### src/rtl/control_sequencer_pkg.sv
// Shared definitions for control_sequencer: opcodes, FSM state encodings and the datapath strobe bundle.
package control_sequencer_pkg;

    localparam int unsigned OPC_NOP  = 0;
    localparam int unsigned OPC_ADD  = 3;
    localparam int unsigned OPC_SUB  = 4;
    localparam int unsigned OPC_AND  = 5;
    localparam int unsigned OPC_OR   = 6;
    localparam int unsigned OPC_SHR  = 7;
    localparam int unsigned OPC_SHL  = 8;
    localparam int unsigned OPC_HALT = 31;

    localparam int unsigned STATE_W = 4;

    typedef enum logic [STATE_W-1:0] {
        ST_IDLE = 4'd0,
        ST_T0   = 4'd1,
        ST_T1   = 4'd2,
        ST_T2   = 4'd3,
        ST_T3   = 4'd4,
        ST_T4   = 4'd5,
        ST_T5   = 4'd6,
        ST_HALT = 4'd7,
        ST_ERR  = 4'd8
    } state_t;

    // One bit per datapath control strobe, in datapath port order.
    typedef struct packed {
        logic pc_out;
        logic mar_in;
        logic inc_pc;
        logic z_in;
        logic zlow_out;
        logic pc_in;
        logic read;
        logic mdr_in;
        logic mdr_out;
        logic ir_in;
        logic y_in;
        logic r_in;
        logic r_out;
    } strobes_t;

    // ALU opcodes form one contiguous range ADD..SHL.
    function automatic logic is_alu_opc(input int unsigned opc);
        return (opc >= OPC_ADD) && (opc <= OPC_SHL);
    endfunction

endpackage

### src/rtl/control_sequencer_ir_decoder.sv
// Combinational IR field splitter: opcode, Ra, Rb, Rc (MSB first) and opcode class flags.
module control_sequencer_ir_decoder
    import control_sequencer_pkg::*;
#(
    parameter int unsigned DATA_W = 32,
    parameter int unsigned OPC_W  = 5,
    parameter int unsigned RSEL_W = 4
) (
    input  logic [DATA_W-1:0] ir,
    output logic [OPC_W-1:0]  opcode_c,
    output logic [RSEL_W-1:0] ra_c,
    output logic [RSEL_W-1:0] rb_c,
    output logic [RSEL_W-1:0] rc_c,
    output logic              legal_alu_c,
    output logic              is_nop_c,
    output logic              is_halt_c
);

    localparam int unsigned OPC_LSB = DATA_W - OPC_W;
    localparam int unsigned RA_LSB  = OPC_LSB - RSEL_W;
    localparam int unsigned RB_LSB  = RA_LSB - RSEL_W;
    localparam int unsigned RC_LSB  = RB_LSB - RSEL_W;

    assign opcode_c = ir[DATA_W-1 -: OPC_W];
    assign ra_c     = ir[RA_LSB +: RSEL_W];
    assign rb_c     = ir[RB_LSB +: RSEL_W];
    assign rc_c     = ir[RC_LSB +: RSEL_W];

    assign legal_alu_c = is_alu_opc(32'(opcode_c));
    assign is_nop_c    = (opcode_c == OPC_W'(OPC_NOP));
    assign is_halt_c   = (opcode_c == OPC_W'(OPC_HALT));

    // Immediate/low IR bits carry no control information.
    logic unused_ir_bits;
    assign unused_ir_bits = ^ir;

endmodule

### src/rtl/control_sequencer.sv
// Hardwired fetch/execute control unit for the two-register ALU datapath.
// Optional SINGLE_STEP_EN adds a step input that gates every state advance.
module control_sequencer
    import control_sequencer_pkg::*;
#(
    parameter int unsigned DATA_W = 32,
    parameter int unsigned OPC_W  = 5,
    parameter int unsigned RSEL_W = 4,
    parameter int unsigned CNT_W  = 16
) (
    input  logic              clk,
    input  logic              reset,
    input  logic              run,
    input  logic [DATA_W-1:0] ir,
    input  logic              mem_rdy,
`ifdef SINGLE_STEP_EN
    input  logic              step,
`endif
    output logic              pc_out,
    output logic              mar_in,
    output logic              inc_pc,
    output logic              z_in,
    output logic              zlow_out,
    output logic              pc_in,
    output logic              read,
    output logic              mdr_in,
    output logic              mdr_out,
    output logic              ir_in,
    output logic              y_in,
    output logic              r_in,
    output logic              r_out,
    output logic [RSEL_W-1:0] reg_sel,
    output logic [OPC_W-1:0]  alu_op,
    output logic              busy,
    output logic              halted,
    output logic              illegal,
    output logic [CNT_W-1:0]  instr_cnt
);

    state_t            state_q;
    state_t            state_d;
    strobes_t          str_c;
    logic              advance_c;
    logic              retire_c;

    logic [OPC_W-1:0]  opcode_c;
    logic [RSEL_W-1:0] ra_c;
    logic [RSEL_W-1:0] rb_c;
    logic [RSEL_W-1:0] rc_c;
    logic              legal_alu_c;
    logic              is_nop_c;
    logic              is_halt_c;

    control_sequencer_ir_decoder #(
        .DATA_W (DATA_W),
        .OPC_W  (OPC_W),
        .RSEL_W (RSEL_W)
    ) u_ir_decoder (
        .ir          (ir),
        .opcode_c    (opcode_c),
        .ra_c        (ra_c),
        .rb_c        (rb_c),
        .rc_c        (rc_c),
        .legal_alu_c (legal_alu_c),
        .is_nop_c    (is_nop_c),
        .is_halt_c   (is_halt_c)
    );

`ifdef SINGLE_STEP_EN
    assign advance_c = step;
`else
    assign advance_c = 1'b1;
`endif

    // State register; reset wins over a held (non-stepping) cycle.
    always_ff @(posedge clk) begin
        if (reset) begin
            state_q <= ST_IDLE;
        end else if (advance_c) begin
            state_q <= state_d;
        end
    end

    // Retired-instruction counter, saturating at all-ones.
    always_ff @(posedge clk) begin
        if (reset) begin
            instr_cnt <= '0;
        end else if (advance_c && retire_c && (instr_cnt != {CNT_W{1'b1}})) begin
            instr_cnt <= instr_cnt + CNT_W'(1);
        end
    end

    // Next-state and strobe decode.
    always_comb begin
        state_d  = state_q;
        retire_c = 1'b0;
        str_c    = '0;
        reg_sel  = '0;
        alu_op   = '0;

        unique case (state_q)
            ST_IDLE: begin
                if (run) state_d = ST_T0;
            end
            ST_T0: begin
                str_c.pc_out = 1'b1;
                str_c.mar_in = 1'b1;
                str_c.inc_pc = 1'b1;
                str_c.z_in   = 1'b1;
                state_d      = ST_T1;
            end
            ST_T1: begin
                str_c.zlow_out = 1'b1;
                str_c.pc_in    = 1'b1;
                str_c.read     = 1'b1;
                str_c.mdr_in   = 1'b1;
                if (mem_rdy) state_d = ST_T2;
            end
            ST_T2: begin
                str_c.mdr_out = 1'b1;
                str_c.ir_in   = 1'b1;
                state_d       = ST_T3;
            end
            ST_T3: begin
                if (legal_alu_c) begin
                    str_c.r_out = 1'b1;
                    str_c.y_in  = 1'b1;
                    reg_sel     = rb_c;
                    state_d     = ST_T4;
                end else if (is_nop_c) begin
                    retire_c = 1'b1;
                    state_d  = run ? ST_T0 : ST_IDLE;
                end else if (is_halt_c) begin
                    state_d = ST_HALT;
                end else begin
                    state_d = ST_ERR;
                end
            end
            ST_T4: begin
                str_c.r_out = 1'b1;
                str_c.z_in  = 1'b1;
                reg_sel     = rc_c;
                alu_op      = opcode_c;
                state_d     = ST_T5;
            end
            ST_T5: begin
                str_c.zlow_out = 1'b1;
                str_c.r_in     = 1'b1;
                reg_sel        = ra_c;
                retire_c       = 1'b1;
                state_d        = run ? ST_T0 : ST_IDLE;
            end
            ST_HALT: state_d = ST_HALT;
            ST_ERR:  state_d = ST_ERR;
            default: state_d = ST_ERR;
        endcase
    end

    assign busy    = (state_q != ST_IDLE) && (state_q != ST_HALT) && (state_q != ST_ERR);
    assign halted  = (state_q == ST_HALT);
    assign illegal = (state_q == ST_ERR);

    assign pc_out   = str_c.pc_out;
    assign mar_in   = str_c.mar_in;
    assign inc_pc   = str_c.inc_pc;
    assign z_in     = str_c.z_in;
    assign zlow_out = str_c.zlow_out;
    assign pc_in    = str_c.pc_in;
    assign read     = str_c.read;
    assign mdr_in   = str_c.mdr_in;
    assign mdr_out  = str_c.mdr_out;
    assign ir_in    = str_c.ir_in;
    assign y_in     = str_c.y_in;
    assign r_in     = str_c.r_in;
    assign r_out    = str_c.r_out;

endmodule

### config.mk
export PLATFORM = sky130hd
export DESIGN_NAME = control_sequencer
export DESIGN_NICKNAME = d
export VERILOG_FILES = /design/src/rtl/control_sequencer_pkg.sv /design/src/rtl/control_sequencer_ir_decoder.sv /design/src/rtl/control_sequencer.sv
export SDC_FILE = /design/constraint.sdc
export NUM_CORES = 1
export LEC_CHECK = 0
export CAP_MARGIN = 0
export CORE_MARGIN = 4
export CORE_UTILIZATION = 38
export DETAILED_ROUTE_END_ITERATION = 6
export PLACE_DENSITY = 0.86
export SYNTH_ARGS = -nofsm -noshare
export SYNTH_HDL_FRONTEND = slang
export SYNTH_SLANG_ARGS = --single-unit
### constraint.sdc
create_clock -name clk -period 2.7 [get_ports clk]
set_input_delay 0.81 -clock clk [delete_from_list [all_inputs] [get_ports clk]]
set_output_delay 0.81 -clock clk [all_outputs]
set_load 0.005 [all_outputs]
==> results list <==
- The run finished, with violations left.
- The final reports fail on setup timing.
- The path with the worst hold slack has its endpoint at instr_cnt[11].
* Layout cells sized above 1: 0.249
* Cell variety after synth: 46
- The top cell types in the final layout, fill and taps aside, are clkdlybuf4s50_1 (48), buf_4 (21), nor2_1 (19).
* Synthesized netlist cell count: 160
* Initial DRT Pass Iterations: 4
- After clock tree synthesis, the flow added hold-fix buffers numbering 0.
- Routed vias: 1498
- The die is 68.0 um wide.
- After synthesis, the share of flip-flops with an asynchronous set or reset is 0.
* Grt peak-use layer: met2
* Most common library cell in the layout ignoring fill and taps: clkdlybuf4s50_1
* Main flop type after synthesis: dfxtp_1
* Yosys top cell by area: dfxtp_1
- In the global route stage, met2 resource usage came out at 0.323.
- The worst hold path passes through 2 cells.
* Final Hold Violating Endpoints: 0
* Number of clock sinks: 20
- P per Cell Area: 293 nW/um^2
* Clk_skew: ~0.0043 ns
- At the end of routability-driven placement, the weighted congestion stood at 0.789.
- Setup violations remaining at the end of the flow were counted as 6.
- Row generation in the floorplan step produced 21 rows.
* Share of the synthesized area in the top cell type: 0.293
- The core region is around 3400 sq um.
* Total routing usage reported by global routing: 0.174
- Critical register-to-register path endpoint: instr_cnt[1]
- The number of antenna diodes in the final layout is 0.
- Drt total wl: approximately 3.9 mm
- Ratio of routed vias to standard cells: roughly 5.3
* Worst Hold Launch: instr_cnt[11]
* Peak clock frequency supported by timing: approximately 340 MHz
* Top post-synthesis cells by area: dfxtp_1 (29%), xor2_1 (7.1%), nor2_1 (5.2%)
* Clock input transition at the sequential cells of the worst setup and hold paths: 0.11 ns
* Worst slack on hold paths: between 0.5 and 0.6 ns
- Clock latency on the worst-skew pair: 0.30 ns
- Classification of the worst setup path: in2out
- Launching point of the worst reg2reg path: instr_cnt[0]
- Register-to-register setup slack: 0.85 ns
- The die is 68.0 um tall.
* Max-cap violations: 0
- Top fanout value on the critical path: 5
- In this run the tightest slew margin relative to its limit is 0.733.
- The detailed router finished its first iteration with 55 violations.
- Summed over all layers, the global routing overflow is 0.
* Mapped Nets: 197
- After layout, the minimum clock period comes to 2.93 ns.
* Layout area overhead: 60.0%
* Final Worst Setup Slack: -0.229 ns
- Type of the tightest min-delay check: reg2reg
- Arrival time reported for the critical path endpoint: 2.12 ns
- Clk Tree Root Cell: clkbuf_4
- LEAKAGE: 0.910 nW
* Global routing met1 resource utilization: 0.205
* Count of input and output buffers: 61
- Total Die Area: 4620 sq um
- Buffers inserted during clock tree synthesis total 3.
- Number of primary I/O pins: 77
- Maximum number of pins on one net before global-route repair: 20
* Largest vdd supply drop: between 0.15 and 0.2 mV
- Netlist Area Pre-Place: 1370 sq um
* Yosys reg bits: 20
* Share of the cycle needed by the critical path after routing: 1.08
* H-Tree Level Count: 1
- After detailed routing, the number of remaining DRC violations is 0.
* Starting density of the core: 0.400
* Sequential-to-total area share from yosys stat: 0.293
- Worst-Margin Slew: approximately 0.4 ns
- The worst setup path is captured at a primary output.
* Number of global-route vias before repair: approximately 1400
* DPL Wire Length: approximately 2.8 mm
- Required time worst endpoint: 1.89 ns
- Kind of launch point of the worst setup path: input pin
* Final-report max-slew violation count: 0
* Average footprint of a synthesized cell: roughly 8.5 sq um
* Deepest clock path buffer count: 2
- Unrepaired setup endpoints after global routing: true
- For this run, the post-layout net count is 275.
* Number of synthesis warnings: 0
- Antenna violations before repair: 0
- TritonCTS built the clock tree.
- For this run, global-route usage on met3 was measured as 0.0328.
* Count of flip-flops with a built-in enable after synthesis: 0
- Number of cells traversed by the worst register-to-register path: 7
* DP Worst Slack: -0.823 ns
- The count of nets left with antenna violations once routing finished came out at 0.
- After detailed routing, the average wire length per cell comes to 13.9 um.
- Filler Cell Count: ~290
- The first global-routing pass estimated around 6.4 mm of wire.
-- where the power goes --
part	internal (mW)	leakage (nW)	switching (mW)
logic	0.0980	0.725	0.0621
registers	0.301	0.163	0.00882
clock network	0.0823	0.0210	0.0887
total	0.481	0.910	0.160
-- state kept, by name, summed over array words and instances, names as in the netlist --
register,count
instr_cnt,16
state_q,4
-- how the worst max path moves through the flow --
stage / from / to
final: ir[28] / reg_sel[1]
after global routing: ir[28] / reg_sel[1]
after CTS: ir[28] / reg_sel[2]
after detailed placement: ir[29] / reg_sel[3]
after global placement: ir[27] / reg_sel[3]
after floorplan: ir[29] / reg_sel[0]
-- synthesized netlist by cell type (5+ instances only) --
library cell and instances:
a21oi_1 6, and2_1 8, and3_1 5, buf_4 5, dfxtp_1 20, inv_1 7, nand4_1 6, nor2_1 19
nor3_1 7, xor2_1 11
-- layout make-up --
class,instances,area [sq um],share of cell area
clock buffers,4,36.3,0.0166
repair buffers,86,797,0.365
inverters,7,26.3,0.0120
multi-input cells,120,863,0.395
flip-flops and latches,20,405,0.185
well taps,46,57.6,0.0263
-- timing repair --
item / 4_1_cts / 5_1_grt
pin swaps: 6 / 6
gates resized for setup: 46 / 14
endpoints found under the setup margin: 14 / 20
buffers inserted: 6 / 1
-- per-layer routing --
metal  share of wire  vias up
met5               0        -
met4           0.013        0
met3           0.043        6
met2            0.53       35
met1            0.41      715
li1                -      742
-- metrics by stage --
step / total power, mW / instances / area (sq um) / util / setup TNS (ns)
2_1_floorplan: 0.384 / 160 / 1370 / - / 0
3_5_place_dp: 0.465 / 272 / 2060 / 0.604 / -5.65
4_1_cts: 0.636 / 282 / 2150 / 0.629 / -0.768
3_3_place_gp: 0.462 / 272 / 2060 / 0.604 / -5.43
5_1_grt: 0.669 / 283 / 2190 / 0.640 / -1.28
6_report: 0.640 / 283 / 2190 / 0.640 / -0.945
-- critical path, cell delays in order --
cell and delay [ns]:
buf_6 0.10, buf_6 0.11, a21oi_4 0.11, mux2i_1 0.09, and3b_2 0.26, buf_6 0.13, a222oi_1 0.29, inv_1 0.08
buf_2 0.14
-- kinds of logic (layout without fill, tap and decap cells) --
kind of cell,after synthesis,in the layout,synth area share
AO/OA/AOI/OAI,27,27,0.152
XOR/XNOR,11,11,0.0705
adder cells (fa/ha/maj),1,1,0.00916
buffers and inverters,20,97,0.0971
flip-flops,20,20,0.293
multiplexers,4,4,0.0293
AND/OR/NAND/NOR,77,77,0.349
(Power assumes the default switching activity.)
